==> src/rtl/dvi_serialiser_sc.sv <==
// Multi-channel word serialiser for the TMDS/DVI path: FIFO-fed shift registers emitting W_OUT bits/channel/cycle.
// Optional registered complement output dout_n enabled by DVI_SERIALISER_SC_NEG_OUTPUT_EN.
module dvi_serialiser_sc #(
  parameter int              W_IN      = 10,
  parameter int              W_OUT     = 2,
  parameter int              N_CHAN    = 3,
  parameter int              DEPTH     = 4,
  parameter logic [W_IN-1:0] IDLE_WORD = 10'h354
) (
  input  logic                     clk,
  input  logic                     rst_n,
  input  logic [N_CHAN*W_IN-1:0]   din,
  input  logic                     din_valid,
  output logic                     din_ready,
  output logic [N_CHAN*W_OUT-1:0]  dout,
  output logic [N_CHAN*W_OUT-1:0]  dout_n,
  output logic                     word_start,
  output logic                     underflow,
  input  logic                     underflow_clr
);

  localparam int RATIO = W_IN / W_OUT;
  localparam int CTR_W = (RATIO > 1) ? $clog2(RATIO) : 1;
  localparam int AW    = $clog2(DEPTH);
  localparam int PTR_W = AW + 1;
  localparam logic [CTR_W-1:0] CTR_MAX = CTR_W'(RATIO - 1);

  logic [CTR_W-1:0]             ctr;
  logic [PTR_W-1:0]             wr_ptr, rd_ptr;
  logic [N_CHAN*W_IN-1:0]       mem [DEPTH];
  logic [N_CHAN*W_IN-1:0]       head;
  logic [N_CHAN-1:0][W_IN-1:0]  sreg, sreg_nxt;
  logic                         full, empty, push, pop, load_edge;

  assign empty      = (wr_ptr == rd_ptr);
  assign full       = (wr_ptr[AW] != rd_ptr[AW]) && (wr_ptr[AW-1:0] == rd_ptr[AW-1:0]);
  assign din_ready  = !full;
  assign push       = din_valid && !full;
  assign load_edge  = (ctr == CTR_MAX);
  assign pop        = load_edge && !empty;
  assign head       = mem[rd_ptr[AW-1:0]];
  assign word_start = (ctr == '0);

  always_ff @(posedge clk or negedge rst_n) begin
    if (!rst_n) begin
      ctr <= '0;
    end else if (load_edge) begin
      ctr <= '0;
    end else begin
      ctr <= ctr + CTR_W'(1);
    end
  end

  // Reset only clears the pointers; stale storage contents are unreachable afterwards.
  always_ff @(posedge clk) begin
    if (push) begin
      mem[wr_ptr[AW-1:0]] <= din;
    end
  end

  always_ff @(posedge clk or negedge rst_n) begin
    if (!rst_n) begin
      wr_ptr <= '0;
      rd_ptr <= '0;
    end else begin
      if (push) wr_ptr <= wr_ptr + PTR_W'(1);
      if (pop)  rd_ptr <= rd_ptr + PTR_W'(1);
    end
  end

  // A load against an empty FIFO takes the idle word even if a write lands on the same edge.
  always_comb begin
    sreg_nxt = sreg;
    for (int c = 0; c < N_CHAN; c++) begin
      if (load_edge) begin
        sreg_nxt[c] = empty ? IDLE_WORD : head[c*W_IN +: W_IN];
      end else begin
        sreg_nxt[c] = sreg[c] >> W_OUT;
      end
    end
  end

  always_ff @(posedge clk or negedge rst_n) begin
    if (!rst_n) begin
      sreg <= {N_CHAN{IDLE_WORD}};
    end else begin
      sreg <= sreg_nxt;
    end
  end

  always_ff @(posedge clk or negedge rst_n) begin
    if (!rst_n) begin
      underflow <= 1'b0;
    end else if (load_edge && empty) begin
      underflow <= 1'b1;
    end else if (underflow_clr) begin
      underflow <= 1'b0;
    end
  end

  for (genvar c = 0; c < N_CHAN; c++) begin : g_dout
    assign dout[c*W_OUT +: W_OUT] = sreg[c][W_OUT-1:0];
  end

`ifdef DVI_SERIALISER_SC_NEG_OUTPUT_EN
  logic [N_CHAN*W_OUT-1:0] dout_nxt, dout_n_q;

  always_comb begin
    dout_nxt = '0;
    for (int c = 0; c < N_CHAN; c++) begin
      dout_nxt[c*W_OUT +: W_OUT] = sreg_nxt[c][W_OUT-1:0];
    end
  end

  // Separate flop so the complement leaves on the same edge as dout, with no inverter skew.
  always_ff @(posedge clk or negedge rst_n) begin
    if (!rst_n) begin
      dout_n_q <= ~{N_CHAN{IDLE_WORD[W_OUT-1:0]}};
    end else begin
      dout_n_q <= ~dout_nxt;
    end
  end

  assign dout_n = dout_n_q;
`else
  assign dout_n = '0;
`endif

endmodule

==> config.mk <==
export PLATFORM = sky130hd
export DESIGN_NAME = dvi_serialiser_sc
export DESIGN_NICKNAME = d
export VERILOG_FILES = /design/src/rtl/dvi_serialiser_sc.sv
export SDC_FILE = /design/constraint.sdc
export NUM_CORES = 1
export LEC_CHECK = 0
export CORE_MARGIN = 3
export CORE_UTILIZATION = 62
export DETAILED_ROUTE_END_ITERATION = 8
export PLACE_DENSITY = 0.91
export SYNTH_ARGS = -nofsm -noshare
export SYNTH_HDL_FRONTEND = slang
export SYNTH_SLANG_ARGS = --single-unit
==> constraint.sdc <==
create_clock -name clk -period 4.86 [get_ports clk]
set_clock_uncertainty 0.05 [all_clocks]
set_input_delay 1.215 -clock clk [delete_from_list [all_inputs] [get_ports clk]]
set_output_delay 1.215 -clock clk [all_outputs]
set_load 0.02 [all_outputs]
==> reports/results.ini <==
[sta]
period_minus_slack_ns = 3.594
finalSetupTns_ns = 0
finalHoldViolations = 0
report.final.slew_viol_count = 0
rsz0062_at_grt = false
finalSetupViolCount = 0
fmax_mhz = 278.3
period_share_pct = 73.94
slew_headroom_pct = 38.28
worst_pin_slew_ns = 0.9258

[yosys]
yosys_warnings = 0
synth_area_mm2 = 0.006113
synth-edff-count = 120
ys_seq_area_share_pct = 75.62
ys_types = 31
syn_inst = 288
ys_ff_latch = 160
synthFlopType = edfxtp_1
syn_avg_cell_area_um2 = 21.23
synth_async_sr_flop_share_pct = 25.00

[power]
clkPwrFrac_pct = 27.4
switching_share_pct = 30.96
p_comb_share_pct = 30.2
intPower_mw = 3.117
irDropWorstVdd_mv = 0.3736
p_sw_mw = 1.398
seqPwrFrac_pct = 42.4
finalPower_mw = 4.514
powerDensity_mw_per_mm2 = 632.0
power_leakage_nw = 2.548

[floorplanning]
start_util_pct = 64.93
rows = 35
core_area_mm2 = 0.009415
die-area_mm2 = 0.01109
chipWidth_um = 105.3
die_h_um = 105.3
io_pins = 49

[grt]
grt_pass1_wl_um = 18030
grt.busiest_layer = met2
met1_usage_pct = 28.65
grt_usage_pct = 22.65
grt_pass1_vias = 3095
grt_max_degree = 41
grt_use_met2_pct = 38.30
gr-total-overflow = 0
antenna_found_initial = 0
use_met3_pct = 6.185

[hold_path]
min-delay-start = ctr[0]
hold_path_end = ctr[0]
hold_depth = 1
hold_class = reg -> reg

[worst_setup_path]
crit_fanout = 34
worstPathRequired_ns = 3.60
path_class = reg -> out
startpoint = rd_ptr[1]
cp_cell_sequence = buf_4 > xnor2_1 > nand3_1 > clkdlybuf4s50_1
crit_arrival_ns = 2.33
critPathMaxStageDelay_ns = 0.59
r2r_slack_ns = 2.03
end_kind = output pin
cp_num_buf_inv = 2
crit_slowest_cell = clkdlybuf4s50_1
timing.rr.start = rd_ptr[0]
crit_family = buffers and inverters
timing.rr.end = mem[1][24]
r2r_cells = 5
cp-start-kind = flop

[clock_network]
cts_max_level = 4
cts_tree = built
cts.path.max_buffers = 2
insertion_delay_ns = 0.52
post-cts-setup-buffer-count = 0
postCtsResizedCells = 0
cts-buffers-inserted = 17
hold_buffers = 0
clk_pin_slew_worst_paths_ns = 0.07
clock-sinks = 160
cts_root_buf = clkbuf_8

[layout]
fillers = 491
finalInstanceArea_mm2 = 0.007143
fin_nets = 377
drive_gt1_share_pct = 26.65
final_cell_mix = 120 x edfxtp_1, 41 x clkdlybuf4s50_1, 30 x mux4_2, 24 x dfrtp_1
final_common_cell = edfxtp_1
antenna_cells = 0
area_growth_pct = 16.84

[routing]
dr.pass1.iters = 4
ant_nets = 0
drt_iter0_markers = 219
via_count = 2795
wl_um = 11260
routed_via_density = 5.847
drc_errors = 0
avgRoutedWirePerCell_um = 23.55

[placed_design]
gp_congestion = 0.8083
io_buffers = 42
hpwl_um = 6058
dpl_cell_area_mm2 = 0.006593

[run_status]
status = complete, no violations

[job]
drv_cap = 0

-- logic make-up (layout without fill, tap and decap cells) --
family	Yosys count	in the layout	share of synthesized area [%]
buf+inv	30	86	3.029
other cells	1	6	0.06134
simple gates	11	11	1.044
mux	33	33	11.67
compound gates	36	36	5.465
xor+xnor	10	10	1.678
flops	160	160	75.62
fa+ha+maj	7	7	1.433
-- worst max-delay path by stage --
| stage | to | slack (ns) | cells after the start |
|---|---|---|---|
| 3_3_place_gp | mem[3][22] | 1.64 | 4 |
| 5_1_grt | din_ready | 1.17 | 4 |
| 6_report | din_ready | 1.27 | 4 |
| 2_1_floorplan | mem[0][0] | 2.26 | 2 |
| 3_5_place_dp | mem[3][3] | 1.58 | 4 |
| 4_1_cts | din_ready | 1.22 | 4 |
-- through the flow --
step / hold WS, ns / setup slack [ns] / std cells / utilization (%)
floorplan: 0.3822 / 2.261 / 293 / -
global placement: 0.3922 / 1.641 / 446 / 70.02
detailed placement: 0.4078 / 1.579 / 446 / 70.02
CTS: 0.4209 / 1.220 / 478 / 75.87
global route: 0.4350 / 1.169 / 478 / 75.87
finish: 0.4204 / 1.266 / 478 / 75.87
-- cell type report --
| type | count | area, µm² | share of cell area (%) |
|---|---|---|---|
| flip-flops and latches | 160 | 4624 | 64.74 |
| multi-input cells | 103 | 1324 | 18.53 |
| repair buffers | 48 | 460.4 | 6.446 |
| clock buffers | 17 | 414.1 | 5.798 |
| well taps | 129 | 161.4 | 2.260 |
| clock inverters | 15 | 136.4 | 1.909 |
| inverters | 6 | 22.52 | 0.3153 |
-- synthesized netlist by cell type (all sizes together) (2+ instances only) --
cell type	n	area [µm²]
xor2	3	41.29
dfstp	15	394.1
dfrtp	25	625.6
edfxtp	120	3603
mux2	3	37.53
and2	5	31.28
a22o	16	140.1
o21a	6	45.04
nor2	2	7.510
buf	21	151.4
o22a	9	78.83
inv	6	22.52
mux4	30	675.7
clkbuf	3	11.26
ha	7	87.58
o311ai	2	17.52
xnor2	7	61.31
-- state kept, by name (all words and copies together) (netlist names) --
signal     flops
ctr            3
rd_ptr         3
underflow      1
wr_ptr         3
dout           6
sreg          24
mem          120
-- layer usage --
metal	vias to the layer above	wire [µm]	share of wire, %
met4	0	104	0.92
li1	1237	-	-
met2	100	6172	55
met5	-	0	0
met1	1451	4442	39
met3	7	538	4.8
-- power groups by stage --
stage | combinational, mW | sequential, mW | clock [mW]
final | 1.37 | 1.91 | 1.23
after global routing | 1.47 | 1.94 | 1.31
after CTS | 1.38 | 1.92 | 1.25
after detailed placement | 1.34 | 1.93 | 0
after global placement | 1.30 | 1.91 | 0
after floorplan | 1.07 | 1.90 | 0
(Power assumes the default switching activity.)
